--- src/rtl/div16sx8u_seq_pkg.sv ---
// Shared DCTQ divider definitions: default widths, FSM encoding and saturation values.
// Optional rounding is enabled in the top level by defining DIV16_ROUND_EN.
package div16sx8u_seq_pkg;

  localparam int DEF_DIVIDEND_W = 16;
  localparam int DEF_DIVISOR_W  = 8;

  typedef enum logic [1:0] {
    IDLE = 2'd0,
    ITER = 2'd1,
    SIGN = 2'd2,
    DONE = 2'd3
  } state_t;

  // Divide-by-zero results for non-negative and negative dividends
  localparam logic [DEF_DIVIDEND_W-1:0] SAT_POS = 16'h7FFF;
  localparam logic [DEF_DIVIDEND_W-1:0] SAT_NEG = 16'h8000;

endpackage

--- src/rtl/div16sx8u_seq_restore_step.sv ---
// One restoring-division step: shift the next dividend bit into the partial remainder,
// then subtract the divisor if it fits.
module div_restore_step #(
  parameter int DIVISOR_W = 8
) (
  input  logic [DIVISOR_W:0]   pr_in,
  input  logic                 mag_msb,
  input  logic [DIVISOR_W-1:0] divisor,
  output logic [DIVISOR_W:0]   pr_out,
  output logic                 qbit
);

  logic [DIVISOR_W+1:0] shifted;
  logic [DIVISOR_W:0]   diff;

  // When the subtraction succeeds the result is below the divisor, so the low bits suffice
  always_comb begin
    shifted = {pr_in, mag_msb};
    qbit    = (shifted >= {2'b00, divisor});
    diff    = shifted[DIVISOR_W:0] - {1'b0, divisor};
    pr_out  = qbit ? diff : shifted[DIVISOR_W:0];
  end

endmodule

--- src/rtl/div16sx8u_seq.sv ---
// Sequential signed-by-unsigned radix-2 restoring divider with valid/ready handshakes.
// Define DIV16_ROUND_EN to round the quotient half away from zero.
module div16sx8u_seq
  import div16sx8u_seq_pkg::*;
#(
  parameter int DIVIDEND_W = DEF_DIVIDEND_W,
  parameter int DIVISOR_W  = DEF_DIVISOR_W
) (
  input  logic                  clk,
  input  logic                  rst,
  input  logic                  in_valid,
  output logic                  in_ready,
  input  logic [DIVIDEND_W-1:0] dividend,
  input  logic [DIVISOR_W-1:0]  divisor,
  output logic                  out_valid,
  input  logic                  out_ready,
  output logic [DIVIDEND_W-1:0] quotient,
  output logic [DIVISOR_W:0]    remainder,
  output logic                  div_by_zero
);

  localparam int CNT_W = $clog2(DIVIDEND_W);

  state_t                state_reg, state_next;
  logic [DIVIDEND_W-1:0] mag_reg;
  logic [DIVISOR_W:0]    pr_reg;
  logic [DIVISOR_W-1:0]  div_reg;
  logic                  neg_reg;
  logic                  dz_reg;
  logic [CNT_W-1:0]      count_reg;
  logic [DIVIDEND_W-1:0] quotient_reg;
  logic [DIVISOR_W:0]    remainder_reg;
  logic                  dz_out_reg;

  logic [DIVISOR_W:0]    step_pr;
  logic                  step_q;
  logic [DIVIDEND_W-1:0] q_mag;
  logic [DIVIDEND_W-1:0] q_signed;
  logic [DIVISOR_W:0]    r_signed;

  div_restore_step #(.DIVISOR_W(DIVISOR_W)) u_step (
    .pr_in   (pr_reg),
    .mag_msb (mag_reg[DIVIDEND_W-1]),
    .divisor (div_reg),
    .pr_out  (step_pr),
    .qbit    (step_q)
  );

  // Quotient bits shift into the vacated low end of the magnitude register
  always_comb begin
`ifdef DIV16_ROUND_EN
    q_mag = mag_reg + DIVIDEND_W'({pr_reg, 1'b0} >= {2'b00, div_reg});
`else
    q_mag = mag_reg;
`endif
    q_signed = neg_reg ? -q_mag : q_mag;
    r_signed = neg_reg ? -pr_reg : pr_reg;
  end

  always_comb begin
    state_next = state_reg;
    case (state_reg)
      IDLE: if (in_valid) state_next = ITER;
      ITER: if (count_reg == '0) state_next = SIGN;
      SIGN: state_next = DONE;
      DONE: if (out_ready) state_next = IDLE;
      default: state_next = IDLE;
    endcase
  end

  always_ff @(posedge clk) begin
    if (rst) begin
      state_reg     <= IDLE;
      mag_reg       <= '0;
      pr_reg        <= '0;
      div_reg       <= '0;
      neg_reg       <= 1'b0;
      dz_reg        <= 1'b0;
      count_reg     <= '0;
      quotient_reg  <= '0;
      remainder_reg <= '0;
      dz_out_reg    <= 1'b0;
    end else begin
      state_reg <= state_next;
      case (state_reg)
        IDLE: if (in_valid) begin
          neg_reg   <= dividend[DIVIDEND_W-1];
          mag_reg   <= dividend[DIVIDEND_W-1] ? -dividend : dividend;
          div_reg   <= divisor;
          dz_reg    <= (divisor == '0);
          pr_reg    <= '0;
          count_reg <= CNT_W'(DIVIDEND_W - 1);
        end
        ITER: begin
          pr_reg  <= step_pr;
          mag_reg <= {mag_reg[DIVIDEND_W-2:0], step_q};
          if (count_reg != '0) count_reg <= count_reg - 1'b1;
        end
        SIGN: begin
          if (dz_reg) begin
            quotient_reg  <= neg_reg ? SAT_NEG : SAT_POS;
            remainder_reg <= '0;
            dz_out_reg    <= 1'b1;
          end else begin
            quotient_reg  <= q_signed;
            remainder_reg <= r_signed;
            dz_out_reg    <= 1'b0;
          end
        end
        default: ;
      endcase
    end
  end

  assign in_ready    = (state_reg == IDLE);
  assign out_valid   = (state_reg == DONE);
  assign quotient    = quotient_reg;
  assign remainder   = remainder_reg;
  assign div_by_zero = dz_out_reg;

endmodule

--- config.mk ---
export PLATFORM = sky130hd
export DESIGN_NAME = div16sx8u_seq
export DESIGN_NICKNAME = d
export VERILOG_FILES = /design/src/rtl/div16sx8u_seq_pkg.sv /design/src/rtl/div16sx8u_seq_restore_step.sv /design/src/rtl/div16sx8u_seq.sv
export SDC_FILE = /design/constraint.sdc
export NUM_CORES = 1
export LEC_CHECK = 0
export BUFFER_PORTS_ARGS = -buffer_cell sky130_fd_sc_hd__buf_2
export CORE_ASPECT_RATIO = 0.9
export CORE_MARGIN = 8
export CORE_UTILIZATION = 25
export DETAILED_ROUTE_END_ITERATION = 6
export PLACE_DENSITY = 0.48
export RECOVER_POWER = 100
export SLEW_MARGIN = 0
export SYNTH_ARGS = -nofsm -noshare
export SYNTH_HDL_FRONTEND = slang
export SYNTH_SLANG_ARGS = --single-unit
--- constraint.sdc ---
create_clock -name clk -period 4.6 [get_ports clk]
set_clock_uncertainty 0.05 [all_clocks]
set_input_delay 0.46 -clock clk [delete_from_list [all_inputs] [get_ports clk]]
set_output_delay 0.46 -clock clk [all_outputs]
set_load 0.02 [all_outputs]
# [Yosys cells after proc, flatten, opt, wreduce, memory -nomap -nowiden]
# Cells that the tools add are included.
[classes] n_addsub=5 n_mul=0 div_mod_pow=0 n_lt_le_gt_ge=1 eq_ne=7 shift=0 n_mux=19 bitwise=0 n_reduce_logical=9
[ops] operator="$mux 16" n=5
[ops] operator="$mux 9" n=4
[ops] operator="$neg 16->16" n=2
[ops] operator="$pmux 16 s2" n=1
[ops] operator="$pmux 9 s2" n=1
[ops] operator="$ge 10x8->1" n=1
[ops] operator="$neg 9->9" n=1
[ops] operator="$sub 9x8->9" n=1
[ops] operator="$logic_not 8->1" n=1
[ops] operator="$mux 4" n=2
[ops] operator="$pmux 2 s4" n=1
[ops] operator="$pmux 4 s2" n=1
[ops] operator="$mux 2" n=3
[ops] operator="$ne 2x2->1 const B" n=3
[ops] operator="$reduce_and 3->1" n=2
[ops] operator="$eq 2x2->1 const B" n=2
[ops] operator="$logic_not 4->1" n=1
[ops] operator="$reduce_and 2->1" n=2
[ops] operator="$reduce_bool 4->1" n=1
[ops] operator="$sub 4x1->4 const B" n=1
[ops] operator="$eq 2x1->1 const B" n=1
[ops] operator="$logic_not 2->1" n=1
[ops] operator="$ne 2x1->1 const B" n=1
[ops] operator="$reduce_bool 2->1" n=1
[ops] operator="$mux 1" n=1
[word_totals] register_bits=67 latchBits=0 ram_bits=0 romBits=0 in_bits=28 output_inout_bits=28 elab_cells=51 memories=0

# [Depth between registers and ports, before layout]
[depth] word_depth=4 ltp_mapped=10 mapped_depth_nobuf=9

# [Modules after synthesis]
# Synthesis repeated with hierarchy kept, for this count alone.
[hier_totals] hier_cells=534 hier_area_um2=4167.7
[by_module_without_submodules] module="div16sx8u_seq" n_inst=1 cells_per_inst=459 area_per_inst_um2=3644.7 seq_area_each_um2=1341.3
[by_module_without_submodules] module="div_restore_step" n_inst=1 cells_per_inst=75 area_per_inst_um2=523.0 seq_area_each_um2=0.0

# [Worst setup path after synthesis]
# No wires, ideal clock.
[synth_timing] path_kind="reg2reg" start="reg mag_reg[15]" end="reg pr_reg[1]" setup_time_ns=0.124 arrival_ns=1.928 t_required_ns=4.426 slack_ns=2.497 stages_incl_launch_ff=11 path_buffers=1 synth_period_minus_slack_ns=2.103 path_cell_list="dfxtp_1 inv_1 ha_1 inv_1 fa_1 nand3_1 a31o_1 nor4b_4 buf_4 mux2i_1 o21ai_1"
[synth_between] elab_chain_len=3 word_cells_on_any_way=4 cone_classes="add/sub (1); order compare (1); mux (2)"
[synth_rtl] item="start, declared" line_no="div16sx8u_seq.sv:25" rtl="logic [DIVIDEND_W-1:0] mag_reg;"
[synth_rtl] item="start signal, assigned" line_no="div16sx8u_seq.sv:88" rtl="mag_reg <= dividend[DIVIDEND_W-1] ? -dividend : dividend;"
[synth_rtl] item="start signal, assigned" line_no="div16sx8u_seq.sv:96" rtl="mag_reg <= {mag_reg[DIVIDEND_W-2:0], step_q};"
[synth_rtl] item="$sub 9x8->9 or $ge 10x8->1 (tied branches)" line_no="div16sx8u_seq_restore_step.sv:20, div16sx8u_seq_restore_step.sv:19"
[synth_rtl] item="$mux 9 *" line_no="div16sx8u_seq_restore_step.sv:21" rtl="pr_out = qbit ? diff : shifted[DIVISOR_W:0];"
[synth_rtl] item="$pmux 9 s2 *" line_no="div16sx8u_seq.sv:85" rtl="case (state_reg)"
[synth_rtl] item="end signal, assigned" line_no="div16sx8u_seq.sv:95" rtl="pr_reg <= step_pr;"
[synth_rtl] item="end, declared" line_no="div16sx8u_seq.sv:26" rtl="logic [DIVISOR_W:0] pr_reg;"
# Every way passes the cells marked *; elsewhere a longest branch is shown, timed or not.
# A chain may end at the register's enable or synchronous reset.

# [Worst setup path in the final report]
[layout_timing] start="reg mag_reg[15]" end="reg pr_reg[0]"
# The elaborated chain is that of the path after synthesis.

==> impl_metrics.tcl <==
set metrics [dict create \
    worstMarginPinSlew_ns 1.37 \
    avgSynthCellArea_um2 7.80 \
    max_freq_ghz 0.329 \
    r2r_start "mag_reg[15]$_SDFFE_PP0P_" \
    dieArea_mm2 0.0214 \
    criticalPathCategory "reg -> reg" \
    n_antenna_cell 0 \
    grt_antenna_before_repair 0 \
    worst_slack_ns 1.56 \
    drt_drc_violations_left 0 \
    clock_path_buffers 2 \
    grt_pass1_wl_um 19300 \
    dr.pass1.iters 4 \
    numClockSinks 67 \
    finalSetupViolations 0 \
    path_clk_slew_ns 0.06 \
    cts-root-buf "clkbuf_16" \
    drt-vias-per-instance 4.83 \
    post_cts_buffers 0 \
    syn_nets 588 \
    place_ws_ns 1.98 \
    maxSlewHeadroom_pct 8.22 \
    core_mm2 0.0167 \
    crit_start "mag_reg[15]$_SDFFE_PP0P_" \
    reg2reg_depth 9 \
    crit_path_end "pr_reg[0]$_SDFFE_PP0P_" \
    fin_hold_ws_ns 0.326 \
    grt_pass1_vias 3697 \
    drt_iter0_drc 228 \
    num_vias 3861 \
    cap_viol_max_count 0 \
    track_usage_pct 11.1 \
    max-vdd-ir-drop_v 0.000174 \
    nets 629 \
    hp-class "in -> reg" \
    ant_nets 0 \
    grt_max_degree 38 \
    synth-edff-count 0 \
    stdcell_count 800 \
    die_h_um 140 \
    n_fill_cell 1786 \
    htreeDepth 3 \
    grt_overflow_total 0 \
    critPathMaxFanout 12 \
    drive_above_1_share_pct 11.0 \
    cts-resized-gates 0 \
    async_reset_ff_share_pct 0 \
    outcome "finished, final reports clean" \
    cts_tree "yes" \
    routabilityCongestion 0.802 \
    ys_ff_latch 67 \
    wl_per_cell_um 14.8 \
    period_share_pct 66.0 \
    worstPathRequired_ns 4.77 \
    rows 45 \
    cp.arrival_ns 3.21 \
    io_pins 56 \
    syn_inst 543 \
    final_util_pct 29.5 \
    dp.cells 784 \
    hpwl_um 8800 \
    port_buffers 55 \
    postCtsHoldBufs 0 \
    ys.warnings.count 0 \
    finalCriticalPeriod_ns 3.04 \
    end_kind "flip-flop" \
    finalHoldViolations 0 \
    cts_made_buffers 9 \
    rsz0062_at_grt "no" \
    finalMaxSlewViolations 0 \
    r2r_slack_ns 1.56 \
    static-leakage-power_uw 0.00182 \
    die_w_um 153 \
    yosysSeqAreaShare_pct 31.7 \
    ys_types 70 \
    area_growth_syn_to_layout_pct 16.4 \
    r2r-end "pr_reg[0]$_SDFFE_PP0P_" \
    startpoint_type "flip-flop" \
    start_util_pct 25.3 \
    netlist_area_mm2 0.00424 \
    power_density_mw_per_mm2 614 \
    ys.flop_type "dfxtp_1" \
    clock_latency_ns 0.33 \
    setup_tns_ns 0 \
    drt_wl_total_um 11900 \
]
[cell usage in the layout, fill, tap and decap left out, types with 3 or more instances in the layout]
| cell type | count |
|---|---|
| clkbuf_1 | 31 |
| ha_1 | 16 |
| a31oi_1 | 4 |
| o211ai_1 | 5 |
| a211o_1 | 5 |
| clkinv_2 | 4 |
| o41ai_1 | 4 |
| nor4_1 | 5 |
| nor2b_1 | 10 |
| nand2_1 | 63 |
| or3_1 | 6 |
| nand3_1 | 13 |
| nand2b_1 | 14 |
| a21oi_1 | 53 |
| buf_4 | 4 |
| o21ai_0 | 27 |
| nand3b_1 | 5 |
| dfxtp_1 | 67 |
| inv_1 | 29 |
| nor2_1 | 60 |
| o21ai_1 | 4 |
| nor3b_1 | 4 |
| a32oi_1 | 3 |
| nor3_1 | 6 |
| xnor2_1 | 11 |
| xor2_1 | 14 |
| clkbuf_16 | 9 |
| a211oi_1 | 11 |
| nand4_1 | 5 |
| o31ai_1 | 8 |
| buf_2 | 27 |
| mux2i_1 | 11 |
[worst max-delay path, stage by stage, from the launching register on]
cell	delay [ns]
dfxtp_1	0.33
inv_1	0.13
ha_1	0.17
inv_1	0.05
fa_1	0.39
nand3_1	0.16
a31o_1	0.16
nor4b_2	1.07
mux2i_1	0.18
a22o_1	0.24
[synthesized netlist by cell type (3+ instances only)]
master | count | area [um2]
nand4_1 | 5 | 31.3
o31ai_1 | 8 | 60.1
nand2_1 | 63 | 236
nor2b_1 | 10 | 62.6
o21ai_1 | 10 | 50.1
nor3_1 | 6 | 30.0
nor3b_1 | 3 | 22.5
a31oi_1 | 4 | 25.0
xor2_1 | 14 | 123
o21ai_0 | 21 | 105
dfxtp_1 | 67 | 1340
o211ai_1 | 5 | 37.5
nand3_1 | 13 | 65.1
ha_1 | 16 | 200
nand2b_1 | 14 | 87.6
o41ai_2 | 3 | 48.8
xnor2_1 | 11 | 96.3
or3_1 | 6 | 37.5
a211o_1 | 5 | 43.8
buf_1 | 4 | 15.0
a21oi_1 | 53 | 265
a32oi_1 | 3 | 26.3
clkbuf_1 | 19 | 71.3
nor2_1 | 60 | 225
nand3b_1 | 5 | 37.5
buf_2 | 7 | 35.0
inv_1 | 28 | 105
o41ai_1 | 3 | 26.3
mux2i_1 | 11 | 110
a211oi_1 | 10 | 75.1
nor4_1 | 5 | 31.3
mux2_2 | 3 | 33.8
[metrics by stage]
step | power [uW] | area [um2]
after global routing | 3270 | 4930
after floorplan | 2010 | 4240
after CTS | 3090 | 5000
after detailed placement | 2340 | 4690
after global placement | 2320 | 4690
final | 3030 | 4930
[cell families after synthesis]
| logic type | after synthesis | share of synthesized area (%) |
|---|---|---|
| adders and majority gates | 17 | 5.20 |
| buffers and inverters | 60 | 5.61 |
| xor gates and xnor gates | 25 | 5.17 |
| muxes | 15 | 3.66 |
| and+or+nand+nor | 206 | 24.2 |
| DFF | 67 | 31.7 |
| AOI/OAI and AO/OA | 153 | 24.6 |
[cell type report]
class,count,area (um2),share of cell area [%]
Timing Repair Buffer,61,278,5.63
Clock inverter,6,80.1,1.62
Multi-Input combinational cell,416,2630,53.4
Tap cell,211,264,5.35
Clock buffer,10,229,4.64
Inverter,29,109,2.21
Sequential cell,67,1340,27.2
[layer usage]
layer  share of wire, %  global-route usage, %
met5                  0                      0
met4                1.5                   4.73
met3                4.6                   2.07
met2                 40                   15.8
met1                 54                   15.9
[power by group]
part           internal (uW)  switching [uW]
combinational            545             870
sequential               713             172
clock                    471             260
[worst min path at each step]
stage	from	end	cells past startpoint
after detailed placement	quotient[10]$_SDFFE_PP0P_	quotient[10]$_SDFFE_PP0P_	2
after global routing	divisor[5]	div_reg[5]$_SDFFE_PP0P_	3
after global placement	div_reg[1]$_SDFFE_PP0P_	div_reg[1]$_SDFFE_PP0P_	2
final	divisor[6]	div_reg[6]$_SDFFE_PP0P_	3
after floorplan	div_reg[1]$_SDFFE_PP0P_	div_reg[1]$_SDFFE_PP0P_	2
after CTS	divisor[5]	div_reg[5]$_SDFFE_PP0P_	3
Note: power is estimated with default switching activity, not from simulation.
